File: src/rtl/cm0_wic_pkg.sv
// Shared definitions for the WIC sequencer: one-hot FSM encoding and wake-up line indices.
package cm0_wic_pkg;

    localparam int WIC_RXEV = 0;
    localparam int WIC_NMI  = 1;
    localparam int WIC_IRQ0 = 2;

    typedef enum logic [4:0] {
        ST_IDLE  = 5'b00001,
        ST_REQ   = 5'b00010,
        ST_ARMED = 5'b00100,
        ST_SLEEP = 5'b01000,
        ST_DROP  = 5'b10000
    } wic_state_e;

endpackage

File: src/rtl/cm0_wic_seq_if.sv
// NVIC / power-controller facing signal bundle of the WIC sequencer.
interface cm0_wic_seq_if #(
    parameter int WICLINES = 34
);
    logic                wic_en_i;
    logic                wic_ds_ack_n_i;
    logic                wic_load_i;
    logic                wic_clear_i;
    logic [WICLINES-1:0] wic_mask_i;
    logic                sleeping_i;
    logic                sleep_deep_i;
    logic [WICLINES-1:0] int_i;
    logic                wic_ds_req_n_o;
    logic [WICLINES-1:0] wic_mask_o;
    logic [WICLINES-1:0] wic_pend_o;
    logic                wakeup_o;
    logic                wic_active_o;

    modport master (
        output wic_en_i, wic_ds_ack_n_i, wic_load_i, wic_clear_i, wic_mask_i,
        output sleeping_i, sleep_deep_i, int_i,
        input  wic_ds_req_n_o, wic_mask_o, wic_pend_o, wakeup_o, wic_active_o
    );

    modport slave (
        input  wic_en_i, wic_ds_ack_n_i, wic_load_i, wic_clear_i, wic_mask_i,
        input  sleeping_i, sleep_deep_i, int_i,
        output wic_ds_req_n_o, wic_mask_o, wic_pend_o, wakeup_o, wic_active_o
    );

endinterface

File: src/rtl/cm0_wic_pend.sv
// WIC mask and pending-event registers; a set always wins over a same-cycle clear.
module cm0_wic_pend #(
    parameter int WICLINES = 34
) (
    input  logic                clk,
    input  logic                rst_n,
    input  logic                load,
    input  logic                clear,
    input  logic                vld_clr,
    input  logic                mask_clr,
    input  logic                set_en,
    input  logic [WICLINES-1:0] mask_in,
    input  logic [WICLINES-1:0] lines,
    output logic [WICLINES-1:0] mask,
    output logic [WICLINES-1:0] pend,
    output logic                mask_vld,
    output logic                pend_any
);

    logic [WICLINES-1:0] set;

    assign set      = set_en ? (lines & mask) : '0;
    assign pend_any = |pend;

    // NOTE: every register here uses non-blocking assignment so all flops update together at the edge.
    always_ff @(posedge clk or negedge rst_n) begin
        if (!rst_n) begin
            mask     <= '0;
            pend     <= '0;
            mask_vld <= 1'b0;
        end else begin
            if (clear || mask_clr) begin
                mask <= '0;
            end else if (load) begin
                mask <= mask_in;
            end

            if (clear || mask_clr || vld_clr) begin
                mask_vld <= 1'b0;
            end else if (load) begin
                mask_vld <= 1'b1;
            end

            pend <= (clear ? '0 : pend) | set;
        end
    end

endmodule

File: src/rtl/cm0_wic_seq.sv
// WIC deep-sleep handshake FSM with event latching and wake-up request generation.
module cm0_wic_seq #(
    parameter int WICLINES = 34
) (
    input  logic          sclk,
    input  logic          hreset_n,
    cm0_wic_seq_if.slave  bus
);
    import cm0_wic_pkg::*;

    wic_state_e state, state_nxt;
    logic       frc, frc_nxt;
    logic       req_n_q, active_q, wake_q;
    logic       owns_mask, mask_vld, pend_any;

    assign owns_mask = (state == ST_ARMED) || (state == ST_SLEEP);

    cm0_wic_pend #(.WICLINES(WICLINES)) u_pend (
        .clk      (sclk),
        .rst_n    (hreset_n),
        .load     (bus.wic_load_i & owns_mask),
        .clear    (bus.wic_clear_i & owns_mask),
        .vld_clr  ((state == ST_ARMED) && (state_nxt == ST_REQ)),
        .mask_clr ((state != ST_IDLE) && (state_nxt == ST_IDLE)),
        .set_en   (state == ST_SLEEP),
        .mask_in  (bus.wic_mask_i),
        .lines    (bus.int_i),
        .mask     (bus.wic_mask_o),
        .pend     (bus.wic_pend_o),
        .mask_vld (mask_vld),
        .pend_any (pend_any)
    );

    // NOTE: defaults come first so every path assigns both outputs and no latch is inferred.
    always_comb begin
        state_nxt = state;
        frc_nxt   = 1'b0;
        case (state)
            ST_IDLE:  if (bus.wic_en_i) state_nxt = ST_REQ;
            ST_REQ: begin
                if (!bus.wic_ds_ack_n_i)  state_nxt = ST_ARMED;
                else if (!bus.wic_en_i)   state_nxt = ST_DROP;
            end
            ST_ARMED: begin
                if (!bus.wic_en_i)          state_nxt = ST_DROP;
                else if (bus.wic_ds_ack_n_i) state_nxt = ST_REQ;
                else if (bus.sleeping_i && bus.sleep_deep_i && mask_vld) state_nxt = ST_SLEEP;
            end
            ST_SLEEP: begin
                // A lost acknowledge during sleep forces a fresh handshake on wake.
                if (!bus.sleeping_i) state_nxt = (frc || bus.wic_ds_ack_n_i) ? ST_REQ : ST_ARMED;
                else                 frc_nxt   = frc || bus.wic_ds_ack_n_i;
            end
            ST_DROP:  if (bus.wic_ds_ack_n_i) state_nxt = ST_IDLE;
            default:  state_nxt = ST_IDLE;
        endcase
    end

    always_ff @(posedge sclk or negedge hreset_n) begin
        if (!hreset_n) begin
            state    <= ST_IDLE;
            frc      <= 1'b0;
            req_n_q  <= 1'b1;
            active_q <= 1'b0;
            wake_q   <= 1'b0;
        end else begin
            state    <= state_nxt;
            frc      <= frc_nxt;
            req_n_q  <= !(state_nxt inside {ST_REQ, ST_ARMED, ST_SLEEP});
            active_q <= (state_nxt == ST_ARMED) || (state_nxt == ST_SLEEP);
            wake_q   <= (state_nxt == ST_SLEEP) && (pend_any || frc);
        end
    end

    assign bus.wic_ds_req_n_o = req_n_q;
    assign bus.wic_active_o   = active_q;
    assign bus.wakeup_o       = wake_q;

endmodule
File: src/flat_wrapper.sv
// flat-port wrapper written by rule: the top's interface ports become plain ports
module cm0_wic_seq_flat import cm0_wic_pkg::*;
#(
    parameter int WICLINES = 34
)
  (sclk, hreset_n, bus_wic_en_i, bus_wic_ds_ack_n_i, bus_wic_load_i, bus_wic_clear_i, bus_wic_mask_i, bus_sleeping_i, bus_sleep_deep_i, bus_int_i, bus_wic_ds_req_n_o, bus_wic_mask_o, bus_wic_pend_o, bus_wakeup_o, bus_wic_active_o);
  cm0_wic_seq_if #(.WICLINES(WICLINES)) bus_i ();
  input  logic sclk;
  input  logic hreset_n;
  input wire logic [$bits(bus_i.wic_en_i)-1:0] bus_wic_en_i;
  input wire logic [$bits(bus_i.wic_ds_ack_n_i)-1:0] bus_wic_ds_ack_n_i;
  input wire logic [$bits(bus_i.wic_load_i)-1:0] bus_wic_load_i;
  input wire logic [$bits(bus_i.wic_clear_i)-1:0] bus_wic_clear_i;
  input wire logic [$bits(bus_i.wic_mask_i)-1:0] bus_wic_mask_i;
  input wire logic [$bits(bus_i.sleeping_i)-1:0] bus_sleeping_i;
  input wire logic [$bits(bus_i.sleep_deep_i)-1:0] bus_sleep_deep_i;
  input wire logic [$bits(bus_i.int_i)-1:0] bus_int_i;
  output wire logic [$bits(bus_i.wic_ds_req_n_o)-1:0] bus_wic_ds_req_n_o;
  output wire logic [$bits(bus_i.wic_mask_o)-1:0] bus_wic_mask_o;
  output wire logic [$bits(bus_i.wic_pend_o)-1:0] bus_wic_pend_o;
  output wire logic [$bits(bus_i.wakeup_o)-1:0] bus_wakeup_o;
  output wire logic [$bits(bus_i.wic_active_o)-1:0] bus_wic_active_o;
  assign bus_i.wic_en_i = bus_wic_en_i;
  assign bus_i.wic_ds_ack_n_i = bus_wic_ds_ack_n_i;
  assign bus_i.wic_load_i = bus_wic_load_i;
  assign bus_i.wic_clear_i = bus_wic_clear_i;
  assign bus_i.wic_mask_i = bus_wic_mask_i;
  assign bus_i.sleeping_i = bus_sleeping_i;
  assign bus_i.sleep_deep_i = bus_sleep_deep_i;
  assign bus_i.int_i = bus_int_i;
  assign bus_wic_ds_req_n_o = bus_i.wic_ds_req_n_o;
  assign bus_wic_mask_o = bus_i.wic_mask_o;
  assign bus_wic_pend_o = bus_i.wic_pend_o;
  assign bus_wakeup_o = bus_i.wakeup_o;
  assign bus_wic_active_o = bus_i.wic_active_o;
  cm0_wic_seq #(.WICLINES(WICLINES)) u_core (.sclk(sclk), .hreset_n(hreset_n), .bus(bus_i));
endmodule
File: config.mk
export PLATFORM = sky130hd
export DESIGN_NAME = cm0_wic_seq_flat
export DESIGN_NICKNAME = d
export VERILOG_FILES = /design/src/rtl/cm0_wic_pkg.sv /design/src/rtl/cm0_wic_seq_if.sv /design/src/rtl/cm0_wic_pend.sv /design/src/rtl/cm0_wic_seq.sv /design/src/flat_wrapper.sv
export SDC_FILE = /design/constraint.sdc
export NUM_CORES = 1
export LEC_CHECK = 0
export ABC_AREA = 1
export CAP_MARGIN = 15
export CORE_ASPECT_RATIO = 1.1
export CORE_MARGIN = 1
export CORE_UTILIZATION = 29
export CTS_BUF_LIST = sky130_fd_sc_hd__clkbuf_2
export DETAILED_ROUTE_END_ITERATION = 7
export GPL_ROUTABILITY_DRIVEN = 1
export GPL_TIMING_DRIVEN = 1
export HOLD_SLACK_MARGIN = 0.08
export PLACE_DENSITY = 0.59
export SYNTH_ARGS = -nofsm -noshare
export SYNTH_HDL_FRONTEND = slang
export SYNTH_SLANG_ARGS = --single-unit
export TNS_END_PERCENT = 20
File: constraint.sdc
create_clock -name sclk -period 3.3 [get_ports sclk]
set_clock_uncertainty 0.05 [all_clocks]
set_input_delay 0.99 -clock sclk [delete_from_list [all_inputs] [get_ports sclk]]
set_output_delay 0.99 -clock sclk [all_outputs]
set_load 0.05 [all_outputs]
=== Word-level counts from Yosys, hierarchy flattened ===
Index checks and enable logic that the tools add are counted.
Widths: inputs -> output; s select.

* Register bits: 78
* Input bits: 76
* Output and inout bits: 71
* Logic and storage cells: 56

* Eq/ne operators: 10
* Multiplexer cells: 18
* Bitwise gates (word level): 4
* Reduce and logical (&&, ||, !) cells: 16

{| class="wikitable"
|+ Operators by type and width
! cell !! count
|-
| $mux 34 || 4
|-
| $mux 5 || 8
|-
| $and 34x34->34 || 1
|-
| $or 34x34->34 || 1
|-
| $reduce_or 34->1 || 1
|-
| $pmux 5 s5 || 1
|-
| $eq 5x1->1 const B || 2
|-
| $eq 5x2->1 const B || 2
|-
| $eq 5x3->1 const B || 2
|-
| $eq 5x4->1 const B || 2
|-
| $logic_or 1x1->1 || 6
|-
| $eq 5x5->1 const B || 1
|-
| $logic_and 1x1->1 || 5
|-
| $ne 5x1->1 const B || 1
|-
| $mux 1 || 4
|-
| $reduce_bool 2->1 || 2
|-
| $mux 3 || 1
|-
| $reduce_bool 3->1 || 1
|-
| $and 1x1->1 || 2
|-
| $logic_not 1->1 || 1
|}

=== Depth between registers and ports, before layout ===
Gate-level depths: netlist of run 1.

* Depth after elaboration: 11
* Mapped depth: 10
* Gate-level depth less buffers: 9

=== Cells and area by module ===
A second synthesis of run 1 with hierarchy kept.

* Cell total of the unflattened synthesis: 400
* Area total of the unflattened synthesis: 3464.6 sq um

{| class="wikitable"
|+ Modules (own cells, without submodules)
! module !! times used !! cells an instance !! area an instance (sq um) !! sequential area each (sq um)
|-
| cm0_wic_pend || 1 || 319 || 2876.5 || 1726.7
|-
| cm0_wic_seq || 1 || 81 || 588.1 || 227.7
|}

=== Worst setup path before layout of run 1 ===
No wires, ideal clock.

* Path type: input port to flip-flop
* From: input bus_wic_load_i
* To: register u_core.u_pend.mask[20]
* Library setup time: 0.069 ns
* Arrival: 1.833 ns
* Data required time: 3.181 ns
* Slack: 1.349 ns
* Stages on the path: 6
* Buffers on the path: 2
* Cell sequence: clkbuf_1 clkbuf_1 nand3_1 nand2_1 inv_1 nor2_2

* Longest elaborated chain between the ends: 2

{| class="wikitable"
|+ RTL lines
! what !! RTL line !! source
|-
| from (decl) || flat_wrapper.sv:12 || <nowiki>input wire logic [$bits(bus_i.wic_load_i)-1:0] bus_wic_load_i;</nowiki>
|-
| $and 1x1->1 || cm0_wic_seq.sv:21 || <nowiki>.load (bus.wic_load_i & owns_mask),</nowiki>
|-
| $reduce_bool 2->1 (no line) || - ||
|-
| to (signal assigned) || cm0_wic_pend.sv:35 || <nowiki>mask <= mask_in;</nowiki>
|-
| to (decl) || cm0_wic_pend.sv:14 || <nowiki>output logic [WICLINES-1:0] mask,</nowiki>
|}

Every way passes these cells.
A chain may end at the register's enable or synchronous reset.

=== Final worst setup path of run 1 ===
* From: register u_core.req_n_q (netlist: u_core.bus.wic_ds_req_n_o)
* To: output bus_wic_ds_req_n_o

{| class="wikitable"
|+ RTL lines
! what !! RTL line !! source
|-
| from (decl) || cm0_wic_seq.sv:13 || <nowiki>logic req_n_q, active_q, wake_q;</nowiki>
|-
| from (signal assigned) || cm0_wic_seq.sv:69 || <nowiki>req_n_q <= !(state_nxt inside {ST_REQ, ST_ARMED, ST_SLEEP});</nowiki>
|-
| to (decl) || flat_wrapper.sv:18 || <nowiki>output wire logic [$bits(bus_i.wic_ds_req_n_o)-1:0] bus_wic_ds_req_n_o;</nowiki>
|}

No word-level cell between the ends.

==> results of run 1 <==
-- sequential cells by signal, summed over array words and instances, names as in the netlist --
signal / flops
u_core.frc: 1
u_core.u_pend.pend: 34
u_core.u_pend.mask_vld: 1
u_core.bus.wic_active_o: 1
u_core.bus.wic_ds_req_n_o: 1
u_core.state: 5
u_core.u_pend.mask: 34
u_core.bus.wakeup_o: 1
-- power by group through the flow --
stage | combinational [mW] | sequential [mW] | clock [mW]
floorplan | 0.526 | 2.02 | 0
global placement | 1.79 | 1.32 | 0
detailed placement | 1.80 | 1.33 | 0
CTS | 1.80 | 1.31 | 0.439
global route | 1.91 | 1.34 | 0.483
finish | 1.78 | 1.31 | 0.417
-- layout make-up --
class,count,area [um2]
fill,1324,7210
sequential,78,1950
timing repair buffer,148,1470
multi-input combinational,279,1370
inverter,83,312
tap,157,196
clock buffer,10,50.0
clock inverter,6,28.8
-- cells in the final DEF (no fill, tap or decap) --
master and n:
buf_2 1, clkinvlp_4 1, inv_1 81, nand3_4 3, o21ai_0 33, nand2_1 91, nor3_1 1, nand2_2 1
o211ai_1 2, nor2_1 31, clkinv_2 2, clkdlybuf4s50_1 144, inv_2 2, clkbuf_2 10, nor2_2 26, o21a_1 1
buf_4 3, nand2_4 3, dfstp_2 2, clkinv_1 3, nor2_4 2, nand4_1 9, nand3_1 75, dfrtp_1 76
a21oi_1 1
-- path summary, 6_finish.rpt --
path                       slack, ps  cells past startpoint                 startpoint                     to
min in group asynchronous        580                      1                   hreset_n        u_core.state[4]
max reg2reg                     1070                      7            u_core.state[1]  u_core.u_pend.pend[5]
max                              430                      1  u_core.bus.wic_ds_req_n_o     bus_wic_ds_req_n_o
min reg2reg                      470                      1                 u_core.frc             u_core.frc
max in group asynchronous       2010                      1                   hreset_n  u_core.u_pend.pend[8]
min                              470                      1                 u_core.frc             u_core.frc
-- kinds of logic (layout without fill, tap and decap cells) --
| family | count (synthesis) | in the layout | synth area share [%] |
|---|---|---|---|
| AOI/OAI and AO/OA | 37 | 37 | 5.15 |
| and+or+nand+nor | 242 | 242 | 31.3 |
| buffers and inverters | 102 | 247 | 11.4 |
| DFF | 78 | 78 | 52.2 |
-- routing by layer --
| layer | share of wire (%) | wire, um | GRT usage (%) |
|---|---|---|---|
| met2 | 49 | 5140 | 27.6 |
| met3 | 6.9 | 734 | 4.78 |
| met4 | 1.3 | 137 | 5.51 |
| met1 | 43 | 4580 | 20.9 |
| met5 | 0 | 0 | 0 |
-- per-stage QoR --
step	cells	util (%)	setup slack, ps
floorplan	459	-	1350
global placement	745	42.1	806
detailed placement	745	42.1	806
CTS	761	42.7	350
global route	761	42.7	293
finish	761	42.7	431
==> metrics.cfg, run 1 <==
[synth]
ys.flop_type=dfrtp_1
ys_top_cells_by_area=dfrtp_1 51%, nand3_1 10%, nand2_1 9.1%
yosysMostFrequentCell=nand2_1
synth_top_cell_by_area=dfrtp_1
ys_types=22
synth_cells=459
yosysWarnings=0
ys_ff_latch=78
synth_nets=535
yosysTopAreaCellShare_pct=50.8
synth_common_cells=91 x nand2_1, 81 x inv_1, 76 x dfrtp_1, 75 x nand3_1, 33 x o21ai_0
netlist_area_um2=3740
avgSynthCellArea_um2=8.16
yosysSeqAreaShare_pct=52.2
synth_edf_count=0
async_flop_share_pct=100

[sta]
fin_crit_sh_pct=86.9
hold_ws_ps=473
finalHoldViolCount=0
finalSetupViolations=0
setup_tns_ps=0
drv_slew=0
rsz0062_at_grt=false
fin_crit_ps=2870
worst_pin_slew_ps=996
slew_headroom_pct=33.6
fmax_mhz=349

[cts]
cts_resized=0
clock_path_buffers=2
cts_buffers=9
postCtsSetupRepairBufs=0
htreeDepth=3
cts_tree=built
cts-root-buf=clkbuf_2
hold_buffers=0
clock_latency_ps=500
clkTransAtPathRegs_ps=190
cts_num_sinks=78

[worst_setup_path]
end_kind=primary output
critPathMaxStageDelay_ps=790
required_ps=2260
start_kind=flop
cp_max_fo=1
path_delay_family=buffers and inverters
path_class=reg -> out
crit_arrival_ps=1830
path_cells=clkdlybuf4s50_1
slowest_stage=clkdlybuf4s50_1
cp_num_buf_inv=1

[pwr]
comb_power_share_pct=50.8
swShare_pct=48.4
total_power_mw=3.51
power_leakage_nw=2.45
p_switching_mw=1.70
clkPwrFrac_pct=11.9
pwr-share-seq_pct=37.3
vdd_ir_drop_max_mv=0.382
internal_power_mw=1.81
powerDensity_nw_per_um2=653

[routing]
post_drt_via_cell_ratio=4.52
vias=3439
wl_um=10600
routedWlPerCell_um=13.9
ant_nets=0
dr.pass1.iters=5
drc=0
drt-initial-drc-count=133

[global_route]
grt_pass1_wl_um=17100
grt_pass1_vias=3501
grt_max_degree=79
grt_antenna_before_repair=0
grt_usage_pct=16.8
overflow=0

[hold_path]
hold_path_class=reg -> reg

[outcome]
outcome=finished clean

[placed_design]
dp_hpwl_um=7470
gp_congestion=0.817
placed_area_um2=5300
port_buffers=146

[floorplan]
design.core.area_um2=12600
initial_core_util_pct=29.7
io_pins=147
die-width_um=110
design.die.area_um2=13400
die_h_um=121
rows=43

[final_layout]
fin_area_um2=5380
n_antenna_cell=0
layout-drive-gt1-share_pct=9.27
area_growth_pct=43.5
nNetsFinal=675

[run]
cap_violations=0

Note: power is estimated with default switching activity, not from simulation.
==> inputs of run 2 (changes only) <==
--- a/config.mk
+++ b/config.mk
@@ -6,7 +6,6 @@
 export NUM_CORES = 1
 export LEC_CHECK = 0
 export ABC_AREA = 1
-export CAP_MARGIN = 15
 export CORE_ASPECT_RATIO = 1.1
 export CORE_MARGIN = 1
 export CORE_UTILIZATION = 29
@@ -15,6 +14,7 @@
 export GPL_ROUTABILITY_DRIVEN = 1
 export GPL_TIMING_DRIVEN = 1
 export HOLD_SLACK_MARGIN = 0.08
+export MAX_ROUTING_LAYER = met4
 export PLACE_DENSITY = 0.59
 export SYNTH_ARGS = -nofsm -noshare
 export SYNTH_HDL_FRONTEND = slang
==> run 2 against run 1 <==
Combinational power about the same. Hold slack better by 1.0 ps. Global-route usage up 0.50 points. Sequential power about the same. Cell area unchanged. Critical path depth unchanged. Setup slack better by 5.7 ps. Utilization unchanged. Critical endpoint unchanged. Maximum frequency up 0.20%.
==> metrics.cfg, run 2 (synthesis results as in run 1) <==
[worst_setup_path]
end_kind=primary output
path_delay_family=buffers and inverters
cp_num_buf_inv=1
required_ps=2260
cp_max_fo=1
rr_worst_depth=7
r2r_end=u_core.u_pend.pend[5]
crit_arrival_ps=1820
worst-r2r-setup-slack_ps=1060
slowest_stage=clkdlybuf4s50_1
path_cells=clkdlybuf4s50_1
path_class=reg -> out
r2r_start=u_core.state[1]
start_kind=flop
critPathMaxStageDelay_ps=790

[routing]
dr.pass1.iters=5
vias=3455
ant_nets=0
routedWlPerCell_um=13.9
wl_um=10600
post_drt_via_cell_ratio=4.54
drc=0
drt-initial-drc-count=139

[cts]
cts-root-buf=clkbuf_2
clkTransAtPathRegs_ps=190
htreeDepth=3
clock_path_buffers=2
cts_buffers=9
clock_latency_ps=500
cts_num_sinks=78
postCtsSetupRepairBufs=0
cts_resized=0
cts_tree=built
hold_buffers=0

[sta]
timing.final.ws_setup_ps=437
drv_slew=0
fin_crit_sh_pct=86.8
finalHoldViolCount=0
finalSetupViolations=0
slew_headroom_pct=33.3
hold_ws_ps=474
fin_crit_ps=2860
worst_pin_slew_ps=1000
setup_tns_ps=0
rsz0062_at_grt=false
fmax_mhz=349

[run]
cap_violations=0

[global_route]
grt_pass1_wl_um=17100
grt_antenna_before_repair=0
grt_usage_pct=17.3
grt_max_degree=79
overflow=0
grt_pass1_vias=3504

[outcome]
outcome=finished clean

[hold_path]
hold_path_class=reg -> reg
whs_path_depth=1
min_from=u_core.frc
min_to=u_core.frc

[pwr]
vdd_ir_drop_max_mv=0.383
power_leakage_nw=2.45
clkPwrFrac_pct=11.8
p_switching_mw=1.70
comb_power_share_pct=50.9
powerDensity_nw_per_um2=653
swShare_pct=48.3
internal_power_mw=1.81
pwr-share-seq_pct=37.3

[placed_design]
gp_congestion=0.829
port_buffers=146
dp_hpwl_um=7470
place_ws_ps=806
placed_area_um2=5300

[final_layout]
layout-drive-gt1-share_pct=9.27
area_growth_pct=43.5
final_cell_mix=144 x clkdlybuf4s50_1, 91 x nand2_1, 81 x inv_1, 76 x dfrtp_1, 75 x nand3_1
layout_commonest_cell=clkdlybuf4s50_1
utilization_pct=42.7
register_area_um2=1950
top_regs=u_core.u_pend.mask: 34 flops, u_core.u_pend.pend: 34 flops, u_core.state: 5 flops
fin_area_um2=5380
multi_input_area_um2=1370
n_antenna_cell=0
nNetsFinal=675
fillers=1324

[floorplan]
design.core.area_um2=12600
initial_core_util_pct=29.7
design.die.area_um2=13400
die-width_um=110
rows=43
die_h_um=121
io_pins=147

## run 2: power groups by stage
| stage | clock [mW] | combinational, mW | sequential (mW) |
|---|---|---|---|
| floorplan | 0 | 0.526 | 2.02 |
| global placement | 0 | 1.79 | 1.32 |
| detailed placement | 0 | 1.80 | 1.33 |
| CTS | 0.439 | 1.80 | 1.31 |
| global route | 0.485 | 1.91 | 1.34 |
| finish | 0.416 | 1.78 | 1.31 |
## run 2: worst register-to-register path: cells and delay by family, from the launching register on
family,cells,cell delay [ps]
buf+inv,2,540
simple gates,4,920
compound gates,1,150
flops,1,500
## run 2: worst max path at each step
stage                                    from                     end  slack, ps  cells past startpoint
finish              u_core.bus.wic_ds_req_n_o      bus_wic_ds_req_n_o        440                      1
global route        u_core.bus.wic_ds_req_n_o      bus_wic_ds_req_n_o        290                      1
CTS                 u_core.bus.wic_ds_req_n_o      bus_wic_ds_req_n_o        350                      1
detailed placement         bus_wic_ds_ack_n_i  u_core.u_pend.mask[18]        810                      4
global placement           bus_wic_ds_ack_n_i  u_core.u_pend.mask[18]        810                      4
floorplan                      bus_wic_load_i  u_core.u_pend.mask[20]       1350                      6
## run 2: layout make-up
| class | count | share of cell area (%) |
|---|---|---|
| Tap cell | 157 | 3.65 |
| Multi-Input combinational cell | 279 | 25.4 |
| Timing Repair Buffer | 148 | 27.3 |
| Clock buffer | 10 | 0.931 |
| Clock inverter | 6 | 0.535 |
| Inverter | 83 | 5.80 |
| Sequential cell | 78 | 36.4 |
## run 2: metrics by stage
stage,cells,total power [mW]
2_1_floorplan,459,2.54
3_3_place_gp,745,3.11
3_5_place_dp,745,3.13
4_1_cts,761,3.55
5_1_grt,761,3.73
6_report,761,3.51
## run 2: per-layer routing
metal  vias up  share of wire [%]  global-route usage [%]
li1       1706                  -                       -
met4         0               0.90                    5.51
met3        10                6.7                    4.08
met5         -                  0                       -
met2       122                 49                    27.4
met1      1617                 43                    21.6
